==> src/rtl/cpu_mem_arbiter.sv <==
// cpu_mem_arbiter: merges NUM_CH request channels onto a single memory port.
// One transaction is in flight at a time. Arbitration is round-robin
// (ARB_MODE=0) or fixed priority with the lowest index winning (ARB_MODE=1).
// All memory-side outputs and the per-channel completion strobes are registered.
//
// Handshake: a channel raises ch_en[i] together with stable ch_wr/ch_addr/
// ch_wdata and holds them until it sees ch_rdy[i] for one cycle. The memory
// port raises mem_en with stable mem_addr/mem_wdata/mem_wr and holds them until
// mem_rdy is sampled high; mem_rdy is ignored whenever mem_en is low.
module cpu_mem_arbiter #(
    parameter int NUM_CH   = 2,
    parameter int AW       = 32,
    parameter int DW       = 32,
    parameter int ARB_MODE = 0
) (
    input  logic                 clock,
    input  logic                 reset,
    input  logic [NUM_CH-1:0]    ch_en,
    input  logic [NUM_CH-1:0]    ch_wr,
    input  logic [NUM_CH*AW-1:0] ch_addr,
    input  logic [NUM_CH*DW-1:0] ch_wdata,
    output logic [NUM_CH-1:0]    ch_rdy,
    output logic [DW-1:0]        ch_rdata,
    output logic [AW-1:0]        mem_addr,
    output logic [DW-1:0]        mem_wdata,
    output logic                 mem_en,
    output logic                 mem_wr,
    input  logic [DW-1:0]        mem_rdata,
    input  logic                 mem_rdy,
    output logic [1:0]           dbg_state
);

    localparam int CW = (NUM_CH > 1) ? $clog2(NUM_CH) : 1;
    localparam logic [CW:0] NUM_CH_W = (CW+1)'(NUM_CH);

    typedef enum logic [1:0] {
        IDLE = 2'd0,
        BUSY = 2'd1,
        RESP = 2'd2
    } state_t;

    state_t          state;
    logic [CW-1:0]   rr_ptr;
    logic [CW-1:0]   grant_idx;
    logic [CW-1:0]   win_idx;
    logic            win_valid;
    logic [CW:0]     cand;
    logic [AW-1:0]   sel_addr;
    logic [DW-1:0]   sel_wdata;
    logic            sel_wr;

    assign dbg_state = state;

    // Pick this cycle's winner among requesting channels; only consumed in IDLE.
    // Round-robin scans rr_ptr+1 upward (wrapping); iterating from the far end
    // down lets the nearest requester overwrite the others.
    always_comb begin
        win_idx   = '0;
        win_valid = 1'b0;
        cand      = '0;
        if (ARB_MODE == 1) begin
            for (int i = NUM_CH - 1; i >= 0; i--) begin
                if (ch_en[i]) begin
                    win_idx   = CW'(i);
                    win_valid = 1'b1;
                end
            end
        end else begin
            for (int k = NUM_CH; k >= 1; k--) begin
                cand = {1'b0, rr_ptr} + (CW+1)'(k);
                if (cand >= NUM_CH_W) begin
                    cand = cand - NUM_CH_W;
                end
                if (ch_en[cand[CW-1:0]]) begin
                    win_idx   = cand[CW-1:0];
                    win_valid = 1'b1;
                end
            end
        end
    end

    // Route the winning channel's request fields toward the memory registers.
    always_comb begin
        sel_addr  = '0;
        sel_wdata = '0;
        sel_wr    = 1'b0;
        for (int i = 0; i < NUM_CH; i++) begin
            if (win_idx == CW'(i)) begin
                sel_addr  = ch_addr[i*AW +: AW];
                sel_wdata = ch_wdata[i*DW +: DW];
                sel_wr    = ch_wr[i];
            end
        end
    end

    // Transaction FSM: IDLE grants and launches, BUSY waits for mem_rdy,
    // RESP presents the one-cycle completion strobe before re-arbitrating.
    always_ff @(posedge clock) begin
        if (reset) begin
            state     <= IDLE;
            mem_en    <= 1'b0;
            mem_wr    <= 1'b0;
            mem_addr  <= '0;
            mem_wdata <= '0;
            ch_rdy    <= '0;
            ch_rdata  <= '0;
            rr_ptr    <= CW'(NUM_CH - 1);
            grant_idx <= '0;
        end else begin
            case (state)
                IDLE: begin
                    ch_rdy <= '0;
                    if (win_valid) begin
                        mem_addr  <= sel_addr;
                        mem_wdata <= sel_wdata;
                        mem_wr    <= sel_wr;
                        mem_en    <= 1'b1;
                        grant_idx <= win_idx;
                        state     <= BUSY;
                    end
                end
                BUSY: begin
                    if (mem_rdy) begin
                        // Writes leave the shared read-data register untouched.
                        if (!mem_wr) begin
                            ch_rdata <= mem_rdata;
                        end
                        mem_en <= 1'b0;
                        mem_wr <= 1'b0;
                        ch_rdy <= NUM_CH'(1) << grant_idx;
                        if (ARB_MODE == 0) begin
                            rr_ptr <= grant_idx;
                        end
                        state <= RESP;
                    end
                end
                RESP: begin
                    ch_rdy <= '0;
                    state  <= IDLE;
                end
                default: begin
                    ch_rdy <= '0;
                    mem_en <= 1'b0;
                    mem_wr <= 1'b0;
                    state  <= IDLE;
                end
            endcase
        end
    end

endmodule

==> config.mk <==
export PLATFORM = sky130hd
export DESIGN_NAME = cpu_mem_arbiter
export DESIGN_NICKNAME = d
export VERILOG_FILES = /design/src/rtl/cpu_mem_arbiter.sv
export SDC_FILE = /design/constraint.sdc
export NUM_CORES = 1
export LEC_CHECK = 0
export CAP_MARGIN = 10
export CORE_MARGIN = 5
export CORE_UTILIZATION = 37
export CTS_BUF_LIST = sky130_fd_sc_hd__clkbuf_16
export CTS_CLUSTER_SIZE = 24
export DETAILED_ROUTE_END_ITERATION = 16
export GPL_ROUTABILITY_DRIVEN = 0
export GPL_TIMING_DRIVEN = 0
export PLACE_DENSITY = 0.81
export SLEW_MARGIN = 5
export SYNTH_ARGS = -nofsm -noshare
export SYNTH_HDL_FRONTEND = slang
export SYNTH_SLANG_ARGS = --single-unit
==> constraint.sdc <==
create_clock -name clock -period 1.49 [get_ports clock]
set_clock_uncertainty 0.05 [all_clocks]
set_input_delay 0.298 -clock clock [delete_from_list [all_inputs] [get_ports clock]]
set_output_delay 0.298 -clock clock [all_outputs]
set_load 0.02 [all_outputs]
Word-level counts from Yosys, hierarchy flattened
Index checks and enable logic that the tools add are counted.
{"block": "classes", "n_addsub": 4, "n_lt_le_gt_ge": 4, "eq_ne": 4, "shifts": 1, "muxes": 21, "n_bitwise": 3, "reduce_logical": 7}
{"op": "2-to-1 mux 32 bit", "count": 2}
{"op": "2-to-1 mux 1 bit", "count": 14}
{"op": "case mux 1 bit (3 select lines)", "count": 2}
{"op": "AND reduction 2 bit", "count": 3}
{"op": "AND reduction 3 bit", "count": 2}
{"op": "greater-or-equal comparator 2 bit (second input constant)", "count": 2}
{"op": "< comparator 1 x 2 -> 1 bit (second input constant)", "count": 2}
{"op": "2-to-1 mux 2 bit", "count": 2}
{"op": "inequality test 2 bit (second input constant)", "count": 2}
{"op": "case mux 2 bit (2 select lines)", "count": 1}
{"op": "inverter 1 bit", "count": 3}
{"op": "adder 1 x 1 -> 2 bit (second input constant)", "count": 1}
{"op": "adder 1 x 2 -> 2 bit (second input constant)", "count": 1}
{"op": "equality test 2 x 1 -> 1 bit (second input constant)", "count": 1}
{"op": "equality test 2 bit (second input constant)", "count": 1}
{"op": "zero test 2 bit", "count": 1}
{"op": "OR reduction 2 bit", "count": 1}
{"op": "<< shifter 1 x 1 -> 2 bit (first input constant)", "count": 1}
{"op": "subtractor 1 bit (second input constant)", "count": 2}
{"block": "totals", "regBits": 104, "input_bits": 167, "out_inout_bits": 102, "word_cells": 53}

Longest topological paths before layout
Gate-level depths: netlist (run 1).
{"block": "logic_depth", "ltp_word": 10, "depth_mapped": 6, "ltp_nobuf": 3}

Least setup slack after synthesis (run 1)
No wires, ideal clock.
{"block": "synth_path", "path_type": "register to register", "start": "register state[0] (netlist: dbg_state[0])", "end": "register ch_rdata[23]", "setup_ps": 70, "arrival_ps": 1317, "required_ps": 1370, "path_slack_ps": 52, "stages_incl_launch_ff": 7, "path_buffers": 3, "period_less_slack_ps": 1438, "cell_sequence": "dfxtp_1 -> buf_2 -> and4bb_2 -> buf_2 -> buf_2 -> nand2_1 -> a21oi_1"}
{"block": "synth_between", "elab_chain_cells": 2}
{"element": "from (decl)", "line": "42", "source": "state_t state;"}
{"element": "from (signal assigned)", "line": "100", "source": "state <= IDLE;"}
{"element": "from (signal assigned)", "line": "119", "source": "state <= BUSY;"}
{"element": "from (signal assigned)", "line": "134", "source": "state <= RESP;"}
{"element": "equality test 2 x 1 -> 1 bit", "line": "110", "source": "case (state)"}
{"element": "AND reduction 3 bit (no line)"}
{"element": "to (signal assigned)", "line": "126", "source": "ch_rdata <= mem_rdata;"}
{"element": "to (decl)", "line": "23", "source": "output logic [DW-1:0] ch_rdata,"}
Every way passes these cells.
A chain may end at the register's enable or synchronous reset.

Worst setup path after layout (run 1)
{"block": "layout_path", "start": "register rr_ptr", "end": "register mem_addr[13]"}
{"block": "layout_between", "elab_chain_cells": 8, "elab_cells_between_ends": 18, "classes_between": "add/sub: 4; order compare: 2; mux: 11; reduce/logical: 1"}
{"element": "from (decl)", "line": "43", "source": "logic [CW-1:0] rr_ptr;"}
{"element": "from (signal assigned)", "line": "107", "source": "rr_ptr <= CW'(NUM_CH - 1);"}
{"element": "from (signal assigned)", "line": "132", "source": "rr_ptr <= grant_idx;"}
{"element": "adder 1 x 2 -> 2 bit", "line": "70", "source": "cand = {1'b0, rr_ptr} + (CW+1)'(k);"}
{"element": "greater-or-equal comparator 2 bit / subtractor 1 bit (equally long branches)", "line": "71, 72"}
{"element": "2-to-1 mux 1 bit", "line": "71", "source": "if (cand >= NUM_CH_W) begin"}
{"element": "2-to-1 mux 1 bit (not written as such) (2 in a row)", "line": "74", "source": "if (ch_en[cand[CW-1:0]]) begin"}
{"element": "2-to-1 mux 1 bit (2 in a row)", "line": "74"}
{"element": "2-to-1 mux 32 bit / AND reduction 2 bit (equally long branches)"}
{"element": "to (signal assigned)", "line": "114", "source": "mem_addr <= sel_addr;"}
{"element": "to (decl)", "line": "24", "source": "output logic [AW-1:0] mem_addr,"}
Several ways; a longest one is shown, not always the timed one. The select of a mux whose other input is x is not followed.

==> results of run 1 <==
[kinds of logic (layout without fill, tap and decap cells)]
group / after synthesis / after routing / synth area share [%]
compound gates: 173 / 173 / 26.11
buf+inv: 57 / 342 / 6.858
flops: 104 / 104 / 47.75
mux: 2 / 2 / 0.4591
simple gates: 209 / 209 / 18.82
[worst min path at each step]
| stage | start | to | slack [ns] | cells after the start |
|---|---|---|---|---|
| 4_1_cts | mem_rdy | ch_rdy[0] | 0.19 | 2 |
| 3_5_place_dp | ch_rdata[8] | ch_rdata[8] | 0.40 | 2 |
| 6_report | mem_rdy | ch_rdy[0] | 0.20 | 2 |
| 3_3_place_gp | ch_rdata[8] | ch_rdata[8] | 0.39 | 2 |
| 2_1_floorplan | mem_rdata[0] | ch_rdata[0] | 0.38 | 2 |
| 5_1_grt | mem_rdy | ch_rdy[0] | 0.22 | 2 |
[cell type report]
class,instances,area (um2)
Tap cell,143,178.9
Clock buffer,9,225.2
Inverter,2,7.507
Buffer,55,424.2
Sequential cell,104,2087
Timing Repair Buffer,269,2562
Clock inverter,7,57.56
Multi-Input combinational cell,384,2042
Fill cell,966,3882
[worst max-delay path, stage by stage, from the launching register on]
cell and delay [ns]:
dfxtp_2 0.35, a21boi_4 0.13, buf_4 0.14, buf_6 0.15, buf_6 0.15, nand2_1 0.09
a311oi_2 0.27
[per-layer routing]
layer  global-route usage, %  vias to the layer above  wire [um]
met1                   27.77                     2420       6776
met5                       0                        -          0
met3                   7.307                       36       1487
met2                   40.07                      248       8528
li1                        -                     2474          -
met4                   9.355                        0        500
[through the flow]
stage          total power, uW  instance area, um2
6_report                  7589                7585
2_1_floorplan             4263                4360
4_1_cts                   7562                7446
5_1_grt                   7955                7585
3_3_place_gp              5419                7212
3_5_place_dp              5469                7212
[timing repair]
action,4_1_cts,5_1_grt
pin swaps,1,9
hold endpoints to repair,0,0
setup buffers,2,0
endpoints found under the setup margin,197,93
resized for setup,128,57
[power groups by stage]
stage               sequential, uW  clock, uW  combinational (uW)
global placement              3240          0                2180
detailed placement            3250          0                2220
CTS                           3180       2290                2090
floorplan                     3540          0                 723
finish                        3190       2250                2150
global route                  3210       2430                2320
[cells in the final DEF (no fill, tap or decap), drive strengths merged]
cell type,synthesis,routed
nor2,5,5
nand3b,1,1
nand4bb,1,1
dlygate4sd2,0,101
a21oi,99,99
or4b,1,1
clkdlybuf4s50,0,163
clkinvlp,0,1
o311ai,1,1
o21ba,1,1
a31oi,1,1
a311oi,64,64
dfxtp,104,104
o21ai,3,3
clkbuf,15,27
nand2,196,196
mux2i,2,2
o21bai,1,1
inv,2,5
buf,40,39
clkinv,0,3
nand3,2,2
and4bb,1,1
clkdlybuf4s15,0,3
a21bo,1,1
a211oi,1,1
or3,2,2
a21boi,1,1
[sequential cells by signal, indices dropped and copies added (netlist names)]
signal,cells
rr_ptr,1
mem_wdata,32
ch_rdata,32
dbg_state,2
mem_wr,1
ch_rdy,2
mem_addr,32
mem_en,1
grant_idx,1
==> metrics.csv, run 1 <==
metric,value,unit
timing.final.ws_setup,0.04796,ns
final_cells,973,
synthTopCellsByArea,"dfxtp_1 (48%), nand2_1 (17%), a311oi_1 (13%)",
grt_pass1_wl,27630,um
gr-total-overflow,0,
first_global_vias,5352,
crit_required,1.69,ns
hp-class,in2reg,
fin_crit_sh,96.78,%
avgSynthCellArea,8.001,um2
grt_use_total,23.62,%
p_comb_share,28.3,%
power_frac_seq,42.0,%
reg2reg_to,mem_addr[13],
switching_power,2364,uW
synth_warnings,0,
antenna_found_initial,0,
clkLatencyLatePin,0.34,ns
status,finished clean,
cts-root-buf,clkbuf_16,
drv_cap,0,
drive_gt1_share,10.36,%
dieWidth,118.6,um
reg2reg_depth,6,
pin_count,269,
arrival,1.64,ns
setup-tns-final,0,ns
path_max_fanout,10,
intPower,5225,uW
whs,0.2015,ns
cellPowerDensity,1001,nW/um2
yosysMostFrequentCell,nand2_1,
worst_setup_path_start_kind,flop,
pwr-share-clk,29.7,%
irDropWorstVdd,0.5960,mV
tightest_slew,0.5342,ns
cts_buffers,9,
fin_nets,992,
ant_nets,0,
ys_top_cells_by_count,"nand2_1 (196), dfxtp_1 (104), a21oi_1 (99)",
yosysSeqAreaShare,47.75,%
cts_sinks,104,
cts_buffer_depth,2,
die_y,118.6,um
clk_pin_slew_worst_paths,0.07,ns
final_util,66.14,%
end_kind,flop,
drc,0,
synth_flop_cell,dfxtp_1,
drt_iter0_markers,326,
yosysTopAreaCellShare,47.75,%
drt-vias-per-instance,5.322,
postSynth.asyncResetShare,0,%
dpl.cell_count,955,
antenna-diode-count,0,
drv_slew,0,
cts_tree,yes,
coreArea,11470,um2
row_count,39,
place_hpwl,13450,um
fmax,693.5,MHz
wl_per_cell,17.77,um
die_area,14060,um2
synth_area,4360,um2
timing_worst_setup_path_type,reg2reg,
rsz0062_at_grt,yes,
crit_path_start,rr_ptr,
finalSetupViolCount,0,
grt_max_degree,19,
num_vias,5178,
leakagePower,0.003270,uW
period_needed,1.442,ns
reg2reg_slack,0.05,ns
syn_inst,545,
io_buffers,267,
p_sw_share,31.15,%
endpoint,mem_addr[13],
syn_nets,712,
htreeDepth,3,
hold_viol_final,0,
synth-edff-count,0,
hold_buffers,0,
ys_types,28,
synth_area_leader_cell,dfxtp_1,
firstDrtPassIters,5,
rr_startpoint,rr_ptr,
start_util,38.03,%
maxSlewHeadroom,64.39,%
finalWirelength,17290,um
ys_seq_elements,104,
place_ws,-0.5938,ns
syn_to_final_growth,73.95,%
(Power assumes the default switching activity.)
==> run 2, diff against run 1 <==
--- a/config.mk
+++ b/config.mk
@@ -14,7 +14,7 @@
 export GPL_ROUTABILITY_DRIVEN = 0
 export GPL_TIMING_DRIVEN = 0
 export PLACE_DENSITY = 0.81
-export SLEW_MARGIN = 5
+export SLEW_MARGIN = 10
 export SYNTH_ARGS = -nofsm -noshare
 export SYNTH_HDL_FRONTEND = slang
 export SYNTH_SLANG_ARGS = --single-unit
==> results of run 2 <==
Final layout, timing and power as in run 1 (identical DEF).
